--- config.mk ---
export PLATFORM = sky130hd
export DESIGN_NAME = bus_mux_reg
export DESIGN_NICKNAME = d
export VERILOG_FILES = /design/src/rtl/cpu_bus_pkg.sv /design/src/rtl/bus_prio_enc.sv /design/src/rtl/bus_mux_reg.sv
export SDC_FILE = /design/constraint.sdc
export NUM_CORES = 1
export LEC_CHECK = 0
export CORE_AREA = 2 2 344 346
export DETAILED_ROUTE_END_ITERATION = 10
export DIE_AREA = 0 0 346 348
export GPL_TIMING_DRIVEN = 0
export SKIP_CTS_REPAIR_TIMING = 1
export SLEW_MARGIN = 5
export SYNTH_ARGS = -nofsm -noshare
export SYNTH_HDL_FRONTEND = slang
export SYNTH_HIERARCHICAL = 1
export SYNTH_SLANG_ARGS = --single-unit
--- constraint.sdc ---
create_clock -name clk -period 2.5 [get_ports clk]
set_clock_uncertainty 0.15 [all_clocks]
set_input_delay 0.25 -clock clk [delete_from_list [all_inputs] [get_ports clk]]
set_output_delay 0.25 -clock clk [all_outputs]
set_load 0.005 [all_outputs]
--- src/rtl/cpu_bus_pkg.sv ---
// Shared CPU bus definitions: bus geometry and the fixed index of every bus source.
package cpu_bus_pkg;

    localparam int BUS_W     = 32;
    localparam int N_BUS_SRC = 25;

    localparam int SRC_R0     = 0;
    localparam int SRC_R1     = 1;
    localparam int SRC_R2     = 2;
    localparam int SRC_R3     = 3;
    localparam int SRC_R4     = 4;
    localparam int SRC_R5     = 5;
    localparam int SRC_R6     = 6;
    localparam int SRC_R7     = 7;
    localparam int SRC_R8     = 8;
    localparam int SRC_R9     = 9;
    localparam int SRC_R10    = 10;
    localparam int SRC_R11    = 11;
    localparam int SRC_R12    = 12;
    localparam int SRC_R13    = 13;
    localparam int SRC_R14    = 14;
    localparam int SRC_R15    = 15;
    localparam int SRC_HI     = 16;
    localparam int SRC_LO     = 17;
    localparam int SRC_ZHI    = 18;
    localparam int SRC_ZLO    = 19;
    localparam int SRC_PC     = 20;
    localparam int SRC_MDR    = 21;
    localparam int SRC_INPORT = 22;
    localparam int SRC_CSIGN  = 23;
    localparam int SRC_MAR    = 24;

endpackage

--- src/rtl/bus_prio_enc.sv ---
// Priority encoder over the bus drive enables; also flags any/multiple drivers.
module bus_prio_enc #(
    parameter int N_SRC     = 25,
    parameter int PRIO_HIGH = 1,
    parameter int SRC_W     = $clog2(N_SRC)
) (
    input  logic [N_SRC-1:0] en,
    output logic [SRC_W-1:0] winner,
    output logic             any,
    output logic             multi
);

    // Ascending scan: with PRIO_HIGH the last set bit overwrites, otherwise the first one sticks.
    always_comb begin
        winner = '0;
        any    = 1'b0;
        multi  = 1'b0;
        for (int i = 0; i < N_SRC; i++) begin
            if (en[i]) begin
                if (any) multi = 1'b1;
                if (PRIO_HIGH != 0 || !any) winner = SRC_W'(i);
                any = 1'b1;
            end
        end
    end

endmodule

--- src/rtl/bus_mux_reg.sv ---
// Registered CPU datapath bus: priority-selects one source word per clock and
// tracks multiple-driver conflicts with a one-cycle flag, a sticky flag and a counter.
module bus_mux_reg
    import cpu_bus_pkg::*;
#(
    parameter int WIDTH     = BUS_W,
    parameter int N_SRC     = N_BUS_SRC,
    parameter int PRIO_HIGH = 1,
    parameter int HOLD_IDLE = 1,
    parameter int CNT_W     = 8
) (
    input  logic                     clk,
    input  logic                     clr,
    input  logic [N_SRC*WIDTH-1:0]   src_data,
    input  logic [N_SRC-1:0]         src_out,
    input  logic                     hold,
    input  logic                     err_clr,
    output logic [WIDTH-1:0]         bus_out,
    output logic                     bus_valid,
    output logic [$clog2(N_SRC)-1:0] bus_src,
    output logic                     conflict,
    output logic                     conflict_sticky,
    output logic [CNT_W-1:0]         conflict_cnt
);

    localparam int SRC_W = $clog2(N_SRC);
    localparam logic [CNT_W-1:0] CNT_MAX = '1;

    logic [SRC_W-1:0] winner;
    logic             any;
    logic             multi;
    logic [WIDTH-1:0] sel_word;

    bus_prio_enc #(
        .N_SRC     (N_SRC),
        .PRIO_HIGH (PRIO_HIGH),
        .SRC_W     (SRC_W)
    ) u_enc (
        .en     (src_out),
        .winner (winner),
        .any    (any),
        .multi  (multi)
    );

    // winner is always a real source index, so no unused slice can reach the bus.
    assign sel_word = src_data[winner*WIDTH +: WIDTH];

    always_ff @(posedge clk or posedge clr) begin
        if (clr) begin
            bus_out         <= '0;
            bus_valid       <= 1'b0;
            bus_src         <= '0;
            conflict        <= 1'b0;
            conflict_sticky <= 1'b0;
            conflict_cnt    <= '0;
        end else if (!hold) begin
            conflict <= multi;
            if (any) begin
                bus_out   <= sel_word;
                bus_src   <= winner;
                bus_valid <= 1'b1;
            end else begin
                bus_valid <= 1'b0;
                if (HOLD_IDLE == 0) bus_out <= '0;
            end
            // Clearing wins over a conflict seen in the same cycle.
            if (err_clr) begin
                conflict_sticky <= 1'b0;
                conflict_cnt    <= '0;
            end else if (multi) begin
                conflict_sticky <= 1'b1;
                if (conflict_cnt != CNT_MAX) conflict_cnt <= conflict_cnt + 1'b1;
            end
        end
    end

endmodule

# Word level (Yosys, flattened, before mapping)
# Index checks and enable logic that the tools add are counted.
[totals]
word_cells = 118
out_inout_bits = 48
in_bits = 829
regBits = 48
[classes]
eq_ne = 1
muxes = 103
n_addsub = 1
reduce_logical = 5
n_shift = 1
n_bitwise = 1
[op_table]
columns = ["op", "n"]
rows = [
  ["$shiftx 800x11->32", 1],
  ["$mux 1", 77],
  ["$mux 5", 9],
  ["$mux 4", 8],
  ["$mux 8", 3],
  ["$mux 3", 4],
  ["$add 8x1->8 const B", 1],
  ["$ne 8x8->1 const B", 1],
  ["$mux 2", 2],
  ["$reduce_and 2->1", 2],
  ["$reduce_bool 2->1", 2],
  ["$reduce_and 3->1", 1],
  ["$not 1->1", 1],
]

# Depth between registers and ports, before layout
# Gate-level depths: netlist (run 1).
[logic_depth]
ltp_word = 51
ltp_mapped = 14
mapped_depth_nobuf = 10

# Cells and area by module
# The synthesis (run 1) kept the hierarchy.
[by_module_without_submodules]
columns = ["module", "instances", "cells_each", "area_per_inst_um2", "seq_area_each_um2"]
rows = [
  ["bus_mux_reg", 1, 655, 8408.1, 1201.2],
  ["bus_prio_enc", 1, 76, 491.7, 0.0],
]

# Least setup slack after synthesis (run 1)
# No wires, ideal clock.
[synth_timing]
path_kind = "input to register"
from = "input port src_out[2]"
to = "register bus_out[30]"
setup_slack_ns = -0.435
t_required_ns = 2.215
path_buffers = 2
setup_time_ns = 0.135
path_stages = 12
t_arrival_ns = 2.650
cell_sequence = "inv_1 a21oi_1 o311ai_1 o211ai_1 a221o_1 a221oi_1 clkbuf_2 buf_2 mux4_2 mux2_2 a22oi_1 nand4_1"
[synth_between]
elab_chain_len = 24
word_cells_on_any_way = 48
classes_between = "shift (1); mux (46); reduce/logical (1)"
[synth_rtl]
columns = ["item", "line", "rtl"]
rows = [
  ["start: declaration", "bus_mux_reg.sv:15", "input logic [N_SRC-1:0] src_out,"],
  ["$mux 2 (2 in series)", "bus_prio_enc.sv:19", "if (en[i]) begin"],
  ["$mux 3 (4 in series)", "bus_prio_enc.sv:19", ""],
  ["$mux 4 (8 in series)", "bus_prio_enc.sv:19", ""],
  ["$mux 5 (9 in series)", "bus_prio_enc.sv:19", ""],
  ["via winner[0]", "bus_mux_reg.sv:29", "logic [SRC_W-1:0] winner;"],
  ["$shiftx 800x11->32", "bus_mux_reg.sv:46", "assign sel_word = src_data[winner*WIDTH +: WIDTH];"],
  ["end signal: assignment", "bus_mux_reg.sv:59", "bus_out <= sel_word;"],
  ["end: declaration", "bus_mux_reg.sv:18", "output logic [WIDTH-1:0] bus_out,"],
]
# The timed path passes the listed nets, and every way through them passes these cells.
# A chain may end at the register's enable or synchronous reset.

# Worst setup path after layout (run 1)
[layout_timing]
from = "input port src_out[2]"
to = "register bus_out[29]"
# Same word-level chain as after synthesis.

==> metrics.log, run 1 <==
[metrics] Initial Utilization: 7.61%
[metrics] Die Footprint: 120000 um2
[metrics] GRT Resource Usage Total: 17.1%
[metrics] mean area per synthesized cell: 12.2 um2
[metrics] kind of capture point of the worst setup path: flop
[metrics] startpoint of the tightest hold check path: bus_src[3]
[metrics] summed area of non-filler cells in the final layout: 21500 um2
[metrics] Max Transition Viols Final: 0
[metrics] setup repair after global routing missed its margin: true
[metrics] most instantiated library cell after synthesis: mux4_2
[metrics] cell types occupying the most area after synthesis: mux4_2 (47%), dfrtp_1 (13%), mux2_2 (12%), nand4_1 (4.1%), nand2_1 (3.5%)
[metrics] Final GP Congestion: 0.918
[metrics] worst-case reg-to-reg path depth: 5
[metrics] number of global-route vias before repair: 12500
[metrics] count of synthesis-stage warnings from yosys: 6
[metrics] number of endpoints with negative hold slack in the final report: 0
[metrics] sinks on the clock net: 48
[metrics] Critical path buffers and inverters: 5
[metrics] count of nets after finishing: 2492
[metrics] detailed placement HPWL: 96300 um
[metrics] number of core rows: 126
[metrics] placed cell areas: 19800 um2
[metrics] failing checks: setup timing
[metrics] cell with the most instances on the worst path: buf_12
[metrics] count of nets left with antenna violations after detail routing: 0
[metrics] dominant delay contributor by cell family on the critical path: compound AO/OA/AOI/OAI gates
[metrics] post-layout utilization of the core: 18.4%
[metrics] Peak Freq: 298 MHz
[metrics] Boundary Pins: 877
[metrics] cells along the critical path: buf_12 > clkinv_8 > a21oi_4 > o311ai_2 > o211ai_1 > a221o_1 > a221oi_2 > buf_6 > buf_12 > buf_16 > mux4_2 > mux2_4 > a22oi_2 > nand4_1
[metrics] IR drop worst, VDD: 0.287 mV
[metrics] slack of the worst reg-to-reg path: 440 ps
[metrics] RR Startpoint: conflict_cnt[0]
[metrics] clock input transition at the sequential cells of the worst setup and hold paths: 90 ps
[metrics] share of async-settable or async-resettable flops after synthesis: 100%
[metrics] largest incremental delay on the critical path: 540 ps
[metrics] number of iterations in the first detailed-routing pass: 5
[metrics] number of maximum-capacitance constraint violations: 0
[metrics] sequential area share after synthesis: 13.5%
[metrics] cell type contributing the most total cell area after synthesis: mux4_2
[metrics] endpoint arrival time on the critical path: 3420 ps
[metrics] maximum count of clock buffers along a single path: 2
[metrics] critical-path cell with the highest stage delay: mux4_2
[metrics] remaining global-route overflow: 0
[metrics] net count of the mapped netlist: 1561
[metrics] number of synthesized flops with an enable pin: 0
[metrics] number of different library cells in the post-synthesis netlist: 57
[metrics] global-route wire length before repair: 132000 um
[metrics] class of the tightest hold or removal check: reg2reg
[metrics] average via count per standard cell: 3.75
[metrics] share of post-route cells with drive strength above 1: 29.0%
[metrics] count of vias placed by the detailed router: 12100
[metrics] final setup vio count: 36
[metrics] clock latency on the worst-skew pair: 340 ps
[metrics] leakage power summed over all cells: 7.48 nW
[metrics] number of instances on the worst hold path: 2
[metrics] transition time at the pin with the least slew margin: 815 ps
[metrics] Chip Height: 348 um
[metrics] ratio of total power to cell area: 289 nW/um2
[metrics] worst slew slack as a fraction of its limit: 45.7%
[metrics] Power Total: 6.21 mW
[metrics] number of violations reported at the end of detailed-routing iteration 0: 849
[metrics] pin count of the biggest net entering global routing: 46
[metrics] Total Routed Length: 111000 um
[metrics] netlist area before placement: 8900 um2
[metrics] Worst Slack Setup Final: -861 ps
[metrics] status: complete, but fails checks
[metrics] cell at the root of the clock tree: clkbuf_16
[metrics] DR WL/cell: 34.5 um
[metrics] Period minus WS final: 3360 ps
[metrics] hold worst-path end: bus_src[3]
[metrics] beginning of the critical path: src_out[2]
[metrics] Inserted Clock Buffers: 5
[metrics] number of antenna violations at the first check in global routing: 74
[metrics] post-route DRC violation count: 0
[metrics] area of the core: 117000 um2
[metrics] critical path type: in2reg
[metrics] post-synthesis register bit count: 48
[metrics] ranking of synthesized cells by instance count: mux4_2 (184), mux2_2 (92), nand2_1 (83), nand4_1 (59), dfrtp_1 (48)
[metrics] most frequently used flop master after synthesis: dfrtp_1
[metrics] Setup WS pre-CTS: -3020 ps
[metrics] Worst Path Max Fanout: 5
[metrics] startpoint types: input pin
[metrics] chip width: 346 um
[metrics] endpoint of the worst register-to-register path: conflict_cnt[7]
[metrics] share of the synthesized area in the top cell type: 46.6%
[metrics] H-tree levels: 2
[metrics] I/O Buffers: 876
[metrics] smallest hold slack: 336 ps
[metrics] required time of the worst setup path: 2560 ps
[metrics] number of standard cells after synthesis: 731
[metrics] CTS tree: built
[metrics] share of the clock period used by the worst path: 134%
[metrics] synthesis-to-finish area growth: 142%
per-stage QoR:
stage	setup TNS (ps)	std cells
floorplan	-10300	731
detailed placement	-99020	3146
finish	-24730	3219
CTS	-81010	3154
global route	-29860	3206
global placement	-150500	3143
routing by layer:
metal / vias to the layer above / GRT usage, % / part of all wire (%)
met5: - / 0 / 0.20
met4: 38 / 3.66 / 2.3
met3: 155 / 5.98 / 9.0
met2: 793 / 28.0 / 47
met1: 6057 / 21.6 / 42
li1: 5027 / - / -
placed cells by master, fill, tap and decap left out, types with 9 or more instances in the layout:
cell type / instances
nor3_1: 9
mux4_2: 184
buf_16: 10
a22oi_2: 26
dlymetal6s2s_1: 17
nand2_1: 73
clkbuf_16: 14
mux2_2: 55
a21oi_1: 15
clkbuf_2: 9
mux2_4: 37
nor2_1: 10
buf_4: 32
buf_2: 10
dfrtp_1: 48
clkbuf_1: 10
buf_6: 15
buf_12: 21
clkbuf_4: 9
nand4_1: 59
nand2_2: 11
diode_2: 20
clkdlybuf4s50_1: 854
mux2i_1: 12
flip-flops by register name, summed over array words and instances (netlist names):
name             count
bus_out             32
bus_src              5
bus_valid            1
conflict             1
conflict_cnt         8
conflict_sticky      1
logic make-up (layout without fill, tap and decap cells):
kind of cell               count (synthesis)  after routing  share of synthesized area (%)
other                                      0             20                              0
buffers and inverters                     89           1021                           5.55
AOI/OAI and AO/OA                         94             94                           8.45
DFF                                       48             48                           13.5
muxes                                    292            292                           60.0
and+or+nand+nor                          204            204                           12.0
adders and majority gates                  2              2                          0.253
xor gates and xnor gates                   2              2                          0.197
where the power goes:
part	leakage (nW)	total, mW	internal [mW]	switching (mW)
clock	0.0945	1.03	0.581	0.449
sequential	0.610	0.918	0.862	0.0559
combinational	6.77	4.26	2.51	1.75
worst max path at each step:
stage | endpoint | slack, ps | cells past startpoint
2_1_floorplan | bus_out[11] | -350 | 13
3_3_place_gp | bus_out[27] | -3500 | 11
3_5_place_dp | bus_out[20] | -3020 | 13
4_1_cts | bus_out[20] | -2670 | 13
5_1_grt | bus_out[27] | -960 | 14
6_report | bus_out[29] | -860 | 14
layout make-up:
class / instances / area (um2)
multi-input cells: 594 / 7680
fillers: 12900 / 95500
clock buffers: 5 / 125
plain buffers: 78 / 941
inverters: 10 / 52.6
well taps: 1536 / 1920
repair buffers: 925 / 9470
diodes: 20 / 50.0
flip-flops and latches: 48 / 1200
clock inverters: 3 / 68.8
tightest hold or removal path: stages, from the launching register on:
cell     delay, ps
dfrtp_1        350
nand2_1         50
nand2_1         60
Power figures use the tool's default switching activity.
==> inputs of run 2 (changes only) <==
--- a/config.mk
+++ b/config.mk
@@ -5,9 +5,9 @@
 export SDC_FILE = /design/constraint.sdc
 export NUM_CORES = 1
 export LEC_CHECK = 0
-export CORE_AREA = 2 2 344 346
+export CORE_AREA = 2 2 338 340
 export DETAILED_ROUTE_END_ITERATION = 10
-export DIE_AREA = 0 0 346 348
+export DIE_AREA = 0 0 340 342
 export GPL_TIMING_DRIVEN = 0
 export SKIP_CTS_REPAIR_TIMING = 1
 export SLEW_MARGIN = 5
==> run 2 against run 1 <==
Against the previous run: the run still ends with setup timing left; combinational power shrank 2%; maximum frequency shrank 4.9%; worst hold slack gained 6.8 ps; register-to-register slack gained 20 ps; critical path type unchanged; largest power group unchanged.
==> metrics.log, run 2 (synthesized netlist as in run 1, its figures left out) <==
[metrics] placed cell areas: 19800 um2 (about the same)
[metrics] leading cell type in the layout, fill and taps excluded: clkdlybuf4s50_1 (unchanged)
[metrics] post-route DRC violation count: 0 (unchanged)
[metrics] count of vias placed by the detailed router: 11800 (was 12100)
[metrics] cells along the critical path: buf_12 > clkinv_8 > a21oi_4 > o311ai_2 > o211ai_1 > a221o_1 > a221oi_4 > buf_6 > buf_12 > buf_16 > buf_12 > mux4_2 > mux2_4 > a22oi_2 > nand4_1 (was buf_12 > clkinv_8 > a21oi_4 > o311ai_2 > o211ai_1 > a221o_1 > a221oi_2 > buf_6 > buf_12 > buf_16 > mux4_2 > mux2_4 > a22oi_2 > nand4_1)
[metrics] status: complete, but fails checks (unchanged)
[metrics] DR WL/cell: 34.9 um (was 34.5 um)
[metrics] Internal Dissipation: 3.91 mW (was 3.96 mW)
[metrics] number of global-route vias before repair: 12200 (was 12500)
[metrics] critical-path cell with the highest stage delay: mux4_2 (unchanged)
[metrics] synthesis-to-finish area growth: 139% (was 142%)
[metrics] Final GP Congestion: 0.868 (was 0.918)
[metrics] Largest regs: bus_out: 32 flops, conflict_cnt: 8 flops, bus_src: 5 flops (unchanged)
[metrics] average via count per standard cell: 3.72 (was 3.75)
[metrics] Initial Utilization: 7.87% (was 7.61%)
[metrics] Peak Freq: 283 MHz (was 298 MHz)
[metrics] GRT Resource Usage Total: 18.0% (was 17.1%)
[metrics] number of non-filler instances in the completed layout: 3185 (was 3219)
[metrics] number of endpoints with negative hold slack in the final report: 0 (unchanged)
[metrics] Worst Slack Setup Final: -1030 ps (was -861 ps)
[metrics] endpoint arrival time on the critical path: 3590 ps (was 3420 ps)
[metrics] detailed placement HPWL: 97700 um (was 96300 um)
[metrics] ratio of total power to cell area: 288 nW/um2 (was 289 nW/um2)
[metrics] remaining global-route overflow: 0 (unchanged)
[metrics] number of antenna violations at the first check in global routing: 69 (was 74)
[metrics] Period minus WS final: 3530 ps (was 3360 ps)
[metrics] flip-flop count of the largest register after layout: 32 (unchanged)
[metrics] class of the tightest hold or removal check: reg2reg (unchanged)
[metrics] critical path type: in2reg (unchanged)
[metrics] share of post-route cells with drive strength above 1: 28.5% (was 29.0%)
[metrics] Seq pwr share: 15.0% (was 14.8%)
[metrics] share of the clock period used by the worst path: 141% (was 134%)
[metrics] startpoint types: input pin (unchanged)
[metrics] transition time at the pin with the least slew margin: 742 ps (was 815 ps)
[metrics] Worst Path Max Fanout: 7 (was 5)
[metrics] Setup WS pre-CTS: -2980 ps (was -3020 ps)
[metrics] Total Routed Length: 111000 um (about the same)
[metrics] count of nets left with antenna violations after detail routing: 0 (unchanged)
[metrics] setup repair after global routing missed its margin: true (unchanged)
[metrics] clock input transition at the sequential cells of the worst setup and hold paths: 90 ps (about the same)
[metrics] Boundary Pins: 877 (unchanged)
[metrics] pin count of the biggest net entering global routing: 47 (was 46)
[metrics] Inserted Clock Buffers: 5 (unchanged)
[metrics] Max Transition Viols Final: 0 (unchanged)
[metrics] highest-count cells in the layout ignoring fill and taps: clkdlybuf4s50_1 (852), mux4_2 (184), nand2_1 (80) (was clkdlybuf4s50_1 (854), mux4_2 (184), nand2_1 (73))
[metrics] maximum count of clock buffers along a single path: 2 (unchanged)
[metrics] net switching power: 2.21 mW (was 2.26 mW)
[metrics] leakage power summed over all cells: 7.39 nW (was 7.48 nW)
[metrics] sinks on the clock net: 48 (unchanged)
[metrics] cell at the root of the clock tree: clkbuf_16 (unchanged)
[metrics] Die Footprint: 116000 um2 (was 120000 um2)
[metrics] number of violations reported at the end of detailed-routing iteration 0: 705 (was 849)
[metrics] number of core rows: 124 (was 126)
[metrics] Chip Height: 342 um (was 348 um)
[metrics] portion of total power attributed to the clock network: 17.0% (was 16.6%)
[metrics] cell with the most instances on the worst path: buf_12 (unchanged)
[metrics] kind of capture point of the worst setup path: flop (unchanged)
[metrics] CTS tree: built (unchanged)
[metrics] summed area of non-filler cells in the final layout: 21300 um2 (was 21500 um2)
[metrics] number of maximum-capacitance constraint violations: 0 (unchanged)
[metrics] worst slew slack as a fraction of its limit: 50.5% (was 45.7%)
[metrics] IR drop worst, VDD: 0.240 mV (was 0.287 mV)
[metrics] count of nets after finishing: 2491 (was 2492)
[metrics] area of the core: 113000 um2 (was 117000 um2)
[metrics] largest reg by FF count: bus_out (unchanged)
[metrics] global-route wire length before repair: 134000 um (was 132000 um)
[metrics] largest incremental delay on the critical path: 530 ps (was 540 ps)
[metrics] clock latency on the worst-skew pair: 350 ps (was 340 ps)
[metrics] I/O Buffers: 876 (unchanged)
[metrics] final setup vio count: 32 (was 36)
[metrics] number of iterations in the first detailed-routing pass: 5 (unchanged)
[metrics] chip width: 340 um (was 346 um)
[metrics] power share of the combinational group: 67.9% (was 68.6%)
[metrics] placed cells: 3122 (was 3146)
[metrics] Net Sw Frac: 36.1% (was 36.3%)
[metrics] H-tree levels: 2 (unchanged)
[metrics] required time of the worst setup path: 2550 ps (was 2560 ps)
[metrics] failing checks: setup timing (unchanged)
-- run 2: cell count changes in the layout (fill, tap and decap cells not counted), moves of 4 or more --
cell,before,now
mux2_2,55,66
mux2_4,37,26
diode_2,20,11
nand2_1,73,80
nand2_2,11,4
buf_4,32,37
a21oi_1,15,11
clkbuf_16,14,10
-- run 2: area by class of cell --
type                            count  area, um2
Tap cell                         1512       1890
Clock buffer                        5        125
Inverter                           10       52.6
Timing Repair Buffer              925       9420
Antenna cell                       11       27.5
Sequential cell                    48       1200
Multi-Input combinational cell    594       7620
Clock inverter                      3       68.8
Buffer                             77        862
Fill cell                       12300      91800
-- run 2: layer usage --
layer	wire length [um]	vias up	share of wire [%]	global-route usage, %
met5	360	-	0.32	0
met3	11000	151	9.9	7.03
met1	46900	5901	42	23.3
met2	51000	730	46	28.9
met4	2050	56	1.8	2.56
li1	-	5004	-	-
-- run 2: power groups by stage --
stage / clock (mW) / sequential (mW) / combinational, mW
final: 1.04 / 0.921 / 4.16
after global placement: 0 / 0.928 / 3.87
after detailed placement: 0 / 0.932 / 3.88
after floorplan: 0 / 0.931 / 1.37
after CTS: 1.10 / 0.920 / 3.90
after global routing: 1.11 / 0.931 / 4.37
-- run 2: metrics by stage --
stage | util [%] | total power, mW | TNS, ps | hold WS, ps
floorplan | - | 2.30 | -10300 | 198
global placement | 17.4 | 4.80 | -146270 | 315
detailed placement | 17.5 | 4.81 | -100000 | 324
CTS | 17.7 | 5.92 | -81720 | -72.3
global route | 18.8 | 6.42 | -33840 | 361
finish | 18.8 | 6.12 | -29560 | 343
-- run 2: worst paths after layout --
kind / slack (ps) / start / endpoint / cells after the start
max: -1030 / src_out[2] / bus_out[28] / 15
min: 340 / bus_src[2] / bus_src[2] / 2
max reg2reg: 460 / conflict_cnt[0] / conflict_cnt[7] / 5
min reg2reg: 340 / bus_src[2] / bus_src[2] / 2
max in group asynchronous: 1050 / clr / bus_out[22] / 4
min in group asynchronous: 540 / clr / bus_out[10] / 3
-- run 2: worst max-delay path, delay by kind of cell --
kind                   cells  cell delay (ps)
AOI/OAI and AO/OA          6             1610
buffers and inverters      6              760
muxes                      2              830
and+or+nand+nor            1              130
